[src/rtl/conv_tile_scheduler.sv]
// conv_tile_scheduler: walks a layer's output-channel tiles through weight load and conv start/done handshake
module conv_tile_scheduler #(
  parameter int unsigned TILE_W = 8,
  parameter int unsigned TIMEOUT_W = 24,
  parameter logic [TIMEOUT_W-1:0] TIMEOUT_CYCLES = 24'hFFFFFF
) (
  input  logic              clk,
  input  logic              rst_n,
  input  logic              desc_valid,
  output logic              desc_ready,
  input  logic [15:0]       desc_width_strips,
  input  logic [15:0]       desc_height,
  input  logic [TILE_W:0]   desc_num_tiles,
  input  logic              desc_last,
  output logic              wt_req,
  output logic [TILE_W-1:0] wt_tile_idx,
  input  logic              wt_ack,
  output logic              conv_start,
  output logic [15:0]       conv_img_width_strips,
  output logic [15:0]       conv_img_height,
  input  logic              conv_done,
  output logic [TILE_W-1:0] cur_tile,
  output logic              busy,
  output logic              layer_done,
  output logic              net_done,
  output logic              err_desc,
  output logic              err_timeout
);
  typedef enum logic [2:0] {S_IDLE, S_WT, S_START, S_RUN, S_REL} state_t;
  localparam logic [TIMEOUT_W-1:0] WD_LAST = TIMEOUT_CYCLES - TIMEOUT_W'(1);
  state_t              state_q, state_d;
  logic [TILE_W-1:0]   cur_tile_q, cur_tile_d;
  logic [TILE_W:0]     num_tiles_q, num_tiles_d;
  logic                last_q, last_d;
  logic [15:0]         width_q, width_d, height_q, height_d;
  logic [TIMEOUT_W-1:0] wdog_q, wdog_d;
  logic                layer_done_d, net_done_d, err_desc_d, err_timeout_d;
  logic                desc_ready_q, wt_req_q, conv_start_q, busy_q;
  logic                layer_done_q, net_done_q, err_desc_q, err_timeout_q;
  logic                desc_ok, tile_last;
  assign desc_ok   = |desc_width_strips && |desc_height && |desc_num_tiles;
  assign tile_last = {1'b0, cur_tile_q} == num_tiles_q - (TILE_W+1)'(1);
  assign desc_ready            = desc_ready_q;
  assign wt_req                = wt_req_q;
  assign wt_tile_idx           = cur_tile_q;
  assign cur_tile              = cur_tile_q;
  assign conv_start            = conv_start_q;
  assign conv_img_width_strips = width_q;
  assign conv_img_height       = height_q;
  assign busy                  = busy_q;
  assign layer_done            = layer_done_q;
  assign net_done              = net_done_q;
  assign err_desc              = err_desc_q;
  assign err_timeout           = err_timeout_q;
  // next-state: descriptor latch, tile sequencing and watchdog abort
  always_comb begin
    state_d       = state_q;
    cur_tile_d    = cur_tile_q;
    num_tiles_d   = num_tiles_q;
    last_d        = last_q;
    width_d       = width_q;
    height_d      = height_q;
    wdog_d        = wdog_q;
    layer_done_d  = 1'b0;
    net_done_d    = 1'b0;
    err_desc_d    = 1'b0;
    err_timeout_d = 1'b0;
    case (state_q)
      S_IDLE: if (desc_valid && desc_ready_q) begin
        err_desc_d = !desc_ok;
        if (desc_ok) begin
          width_d     = desc_width_strips;
          height_d    = desc_height;
          num_tiles_d = desc_num_tiles;
          last_d      = desc_last;
          cur_tile_d  = '0;
          state_d     = S_WT;
        end
      end
      S_WT: state_d = (wt_req_q && wt_ack) ? S_START : S_WT;
      S_START: begin
        wdog_d  = '0;
        state_d = S_RUN;
      end
      S_RUN: begin
        wdog_d = &wdog_q ? wdog_q : wdog_q + TIMEOUT_W'(1);
        if (conv_done) state_d = S_REL;
        else if (TIMEOUT_CYCLES != '0 && wdog_q == WD_LAST) begin
          err_timeout_d = 1'b1;
          state_d       = S_IDLE;
        end
      end
      S_REL: if (!conv_done) begin
        layer_done_d = tile_last;
        net_done_d   = tile_last && last_q;
        cur_tile_d   = tile_last ? cur_tile_q : cur_tile_q + TILE_W'(1);
        state_d      = tile_last ? S_IDLE : S_WT;
      end
      default: state_d = S_IDLE;
    endcase
  end
  // state, latched descriptor and registered outputs
  always_ff @(posedge clk or negedge rst_n) begin
    if (!rst_n) begin
      state_q       <= S_IDLE;
      cur_tile_q    <= '0;
      num_tiles_q   <= '0;
      last_q        <= 1'b0;
      width_q       <= '0;
      height_q      <= '0;
      wdog_q        <= '0;
      desc_ready_q  <= 1'b0;
      wt_req_q      <= 1'b0;
      conv_start_q  <= 1'b0;
      busy_q        <= 1'b0;
      layer_done_q  <= 1'b0;
      net_done_q    <= 1'b0;
      err_desc_q    <= 1'b0;
      err_timeout_q <= 1'b0;
    end else begin
      state_q       <= state_d;
      cur_tile_q    <= cur_tile_d;
      num_tiles_q   <= num_tiles_d;
      last_q        <= last_d;
      width_q       <= width_d;
      height_q      <= height_d;
      wdog_q        <= wdog_d;
      desc_ready_q  <= state_d == S_IDLE;
      wt_req_q      <= state_d == S_WT;
      conv_start_q  <= state_d == S_RUN;
      busy_q        <= state_d != S_IDLE;
      layer_done_q  <= layer_done_d;
      net_done_q    <= net_done_d;
      err_desc_q    <= err_desc_d;
      err_timeout_q <= err_timeout_d;
    end
  end
endmodule

[config.mk]
export PLATFORM = sky130hd
export DESIGN_NAME = conv_tile_scheduler
export DESIGN_NICKNAME = d
export VERILOG_FILES = /design/src/rtl/conv_tile_scheduler.sv
export SDC_FILE = /design/constraint.sdc
export NUM_CORES = 1
export LEC_CHECK = 0
export CELL_PAD_IN_SITES_DETAIL_PLACEMENT = 0
export CELL_PAD_IN_SITES_GLOBAL_PLACEMENT = 1
export CORE_ASPECT_RATIO = 1.2
export CORE_MARGIN = 3
export CORE_UTILIZATION = 40
export DETAILED_ROUTE_END_ITERATION = 12
export DONT_BUFFER_PORTS = 1
export GPL_TIMING_DRIVEN = 0
export PLACE_DENSITY_LB_ADDON = 0.1
export RECOVER_POWER = 50
export SKIP_LAST_GASP = 1
export SLEW_MARGIN = 20
export SYNTH_ARGS = -nofsm -noshare
export SYNTH_HDL_FRONTEND = slang
export SYNTH_SLANG_ARGS = --single-unit
[constraint.sdc]
create_clock -name clk -period 2.35 [get_ports clk]
set_input_delay 0.235 -clock clk [delete_from_list [all_inputs] [get_ports clk]]
set_output_delay 0.235 -clock clk [all_outputs]
set_load 0.05 [all_outputs]
==> flow_summary.toml <==
[sta]
hold_viol_final = 0
fin_hold_ws_ps = 42.2
rsz0062_at_grt = "yes"
skew_ps = 4.78
finalCritPeriodShare = 1.01
tightest_slew_ps = 1150
max_slew_margin = 0.232
min_period_ps = 2370
finalMaxSlewViolations = 0
fin_ws_ps = -17.2
clock.fmax_mhz = 422
setup_viol = 3

[routing]
wl_met3_microns = 637
drc = 0
ant_nets = 0
via_count = 2877
top_layer = "met4"
dr.first_iter.drc_count = 112
vias_per_cell = 5.49
routedWlPerCell_microns = 17.3
drt-met1-wl_mm = 3.91
dr.pass1.iters = 4
wl_met2_mm = 4.41
routed_wl_mm = 9.05

[clock_network]
htreeDepth = 3
cts_sinks = 85
ctsLongestPathBuffers = 2
tritoncts = "yes"
clk-insertion-delay-late_ps = 330
cts_buffers = 9
clk_pin_slew_ps = 70
cts_root_buffer = "clkbuf_16"

[floorplanning]
die_w_microns = 98.8
rows = 40
io_pins = 103
core_area_sq_um = 10100
die_h_microns = 117
die-area_sq_um = 11600
start_util = 0.411

[setup_path]
worstSetupEndpointType = "register"
critPathLaunchType = "register"
critPathArrivalTime_ps = 2640
crit_path_max_incr_delay_ps = 580
cp_max_fo = 5
worstPathCellList = "or4_4 -> o21bai_1 -> a311oi_1 -> a41oi_2 -> o31ai_4 -> buf_6 -> or4b_1 -> nand2_1"
critical-path-slowest-cell = "or4_4"
worstPathRequired_ps = 2620
worstSetupPathType = "register to register"

[power]
p_comb_frac = 0.238
p_seq_frac = 0.527
switching_share = 0.446
total_power_w = 0.00653
p_clk_frac = 0.235
ir_drop_v = 0.000870
leakagePower_nw = 2.06
power.net_switching_w = 0.00291
internal-power_w = 0.00362
power_density_nw_per_um2 = 1380

[yosys]
ys_ff_latch = 85
ys.flop_type = "dfrtp_1"
synth_edf_count = 0
synth_top_cell_by_area = "dfrtp_1"
yosys_warnings = 0
seq_area_frac_synth = 0.514
yosysTopAreaCellShare = 0.514
synth_cells = 373
synth_common_cells = "dfrtp_1, mux2_2, nor2_1, nand2_1, o21ai_0"
syn_nets = 424
avgSynthCellArea_sq_um = 11.1
synthArstFlopShare = 1.00
synth.most_common_cell = "dfrtp_1"
synthDistinctLibCells = 46
netlist_area_sq_um = 4140
ys_top_cells_by_area = "dfrtp_1, mux2_2, xor2_1, nor2_1, o21ai_0"

[placed_design]
gp_congestion = 0.810
portBuffers = 0
dpl.hpwl_mm = 6.35

[min_path]
hp-class = "input port to register"

[layout]
diodes = 0
nFillCells = 908
syn_to_final_growth_pct = 14.4
num-nets-final = 444
layout-drive-gt1-share = 0.236

[global_route]
grt_pass1_vias = 2980
overflow = 0
grt_max_degree = 86
grt_usage = 0.159
grt_pass1_wl_mm = 14.9
antenna_found_initial = 0

[run]
drv_cap = 0

[status]
outcome = "complete, but fails checks"
violations = "negative setup slack"
## registers in the layout (all words and copies together), names as in the netlist
| register | flops |
|---|---|
| busy | 1 |
| conv_img_height | 16 |
| conv_img_width_strips | 16 |
| conv_start | 1 |
| cur_tile | 8 |
| desc_ready | 1 |
| err_desc | 1 |
| err_timeout | 1 |
| last_q | 1 |
| layer_done | 1 |
| net_done | 1 |
| num_tiles_q | 9 |
| state_q | 3 |
| wdog_q | 24 |
| wt_req | 1 |
## final timing paths
check	start	depth (start not counted)	endpoint	slack (ps)
max	num_tiles_q[4]	8	cur_tile[5]	-20
min	conv_done	1	state_q[2]	40
max reg2reg	num_tiles_q[4]	8	cur_tile[5]	-20
min reg2reg	last_q	1	net_done	480
max in group asynchronous	rst_n	2	num_tiles_q[0]	840
min in group asynchronous	rst_n	2	state_q[2]	700
## cell families (layout without fill, tap and decap cells)
kind of cell             after synthesis  in the layout  synth area share
AO/OA/AOI/OAI                         44             44            0.0705
XOR/XNOR                              26             26            0.0551
AND/OR/NAND/NOR                      140            140             0.187
adder cells (fa/ha/maj)                4              4            0.0121
flip-flops                            85             85             0.514
multiplexers                          48             48             0.129
buffers and inverters                 26             51            0.0327
## layout make-up
class / instances / area [sq um] / area share
Buffer: 20 / 113 / 0.0238
Clock buffer: 9 / 225 / 0.0476
Clock inverter: 7 / 98.8 / 0.0209
Inverter: 6 / 22.5 / 0.00476
Multi-Input combinational cell: 262 / 1910 / 0.403
Sequential cell: 85 / 2130 / 0.451
Tap cell: 126 / 158 / 0.0333
Timing Repair Buffer: 9 / 76.3 / 0.0161
## power by group through the flow
stage	clock, W	sequential (W)	combinational (W)
floorplan	0	0.00336	0.00118
global placement	0	0.00350	0.00138
detailed placement	0	0.00350	0.00141
CTS	0.00159	0.00345	0.00157
global route	0.00163	0.00352	0.00173
finish	0.00154	0.00344	0.00156
## cell usage in the layout, fill, tap and decap left out, types with 3 or more instances in the layout
cell       instances
nand2b_1           6
and3_1            11
buf_4             13
a21oi_1            6
dfrtp_1           80
clkbuf_1           7
clkbuf_16          9
nor4_1            10
mux2i_1            6
dfrtp_2            5
ha_1               4
nand4_1           11
o21ai_0           16
and4_1             5
o31ai_1            4
nor2b_1            3
xnor2_1            9
and2_1             3
or2_2              4
nor2_1            26
nand3_1           16
buf_1              4
nor3_1             6
xor2_1            17
nand2_1           24
mux2_2            42
inv_1              6
## stage by stage
stage	area (sq um)	TNS, ps	utilization	std cells	worst slack, ps
2_1_floorplan	4140	0	-	373	26.2
3_3_place_gp	4290	-1350	0.427	499	-146
3_5_place_dp	4290	-2080	0.427	499	-202
4_1_cts	4730	-142	0.470	523	-38.6
5_1_grt	4730	-1160	0.470	524	-167
6_report	4730	-43.2	0.470	524	-17.2
## routing by layer
metal,vias to the layer above,GRT usage
met2,84,0.260
met3,9,0.0559
met1,1409,0.196
met4,0,0.0461
li1,1375,-
met5,-,0
## worst max-delay path, delay by kind of cell, from the launching register on
kind / cells / cell delay [ps]
AO/OA/AOI/OAI: 4 / 670
buffers and inverters: 1 / 140
AND/OR/NAND/NOR: 3 / 1110
flip-flops: 1 / 390
## timing repair
action	in CTS	in global routing
resized for setup	11	5
endpoints found under the hold margin	86	0
setup buffers	4	1
setup endpoints to repair	16	18
pin swaps	10	5
hold buffers	3	0
cloned	1	0
Power figures use the tool's default switching activity.
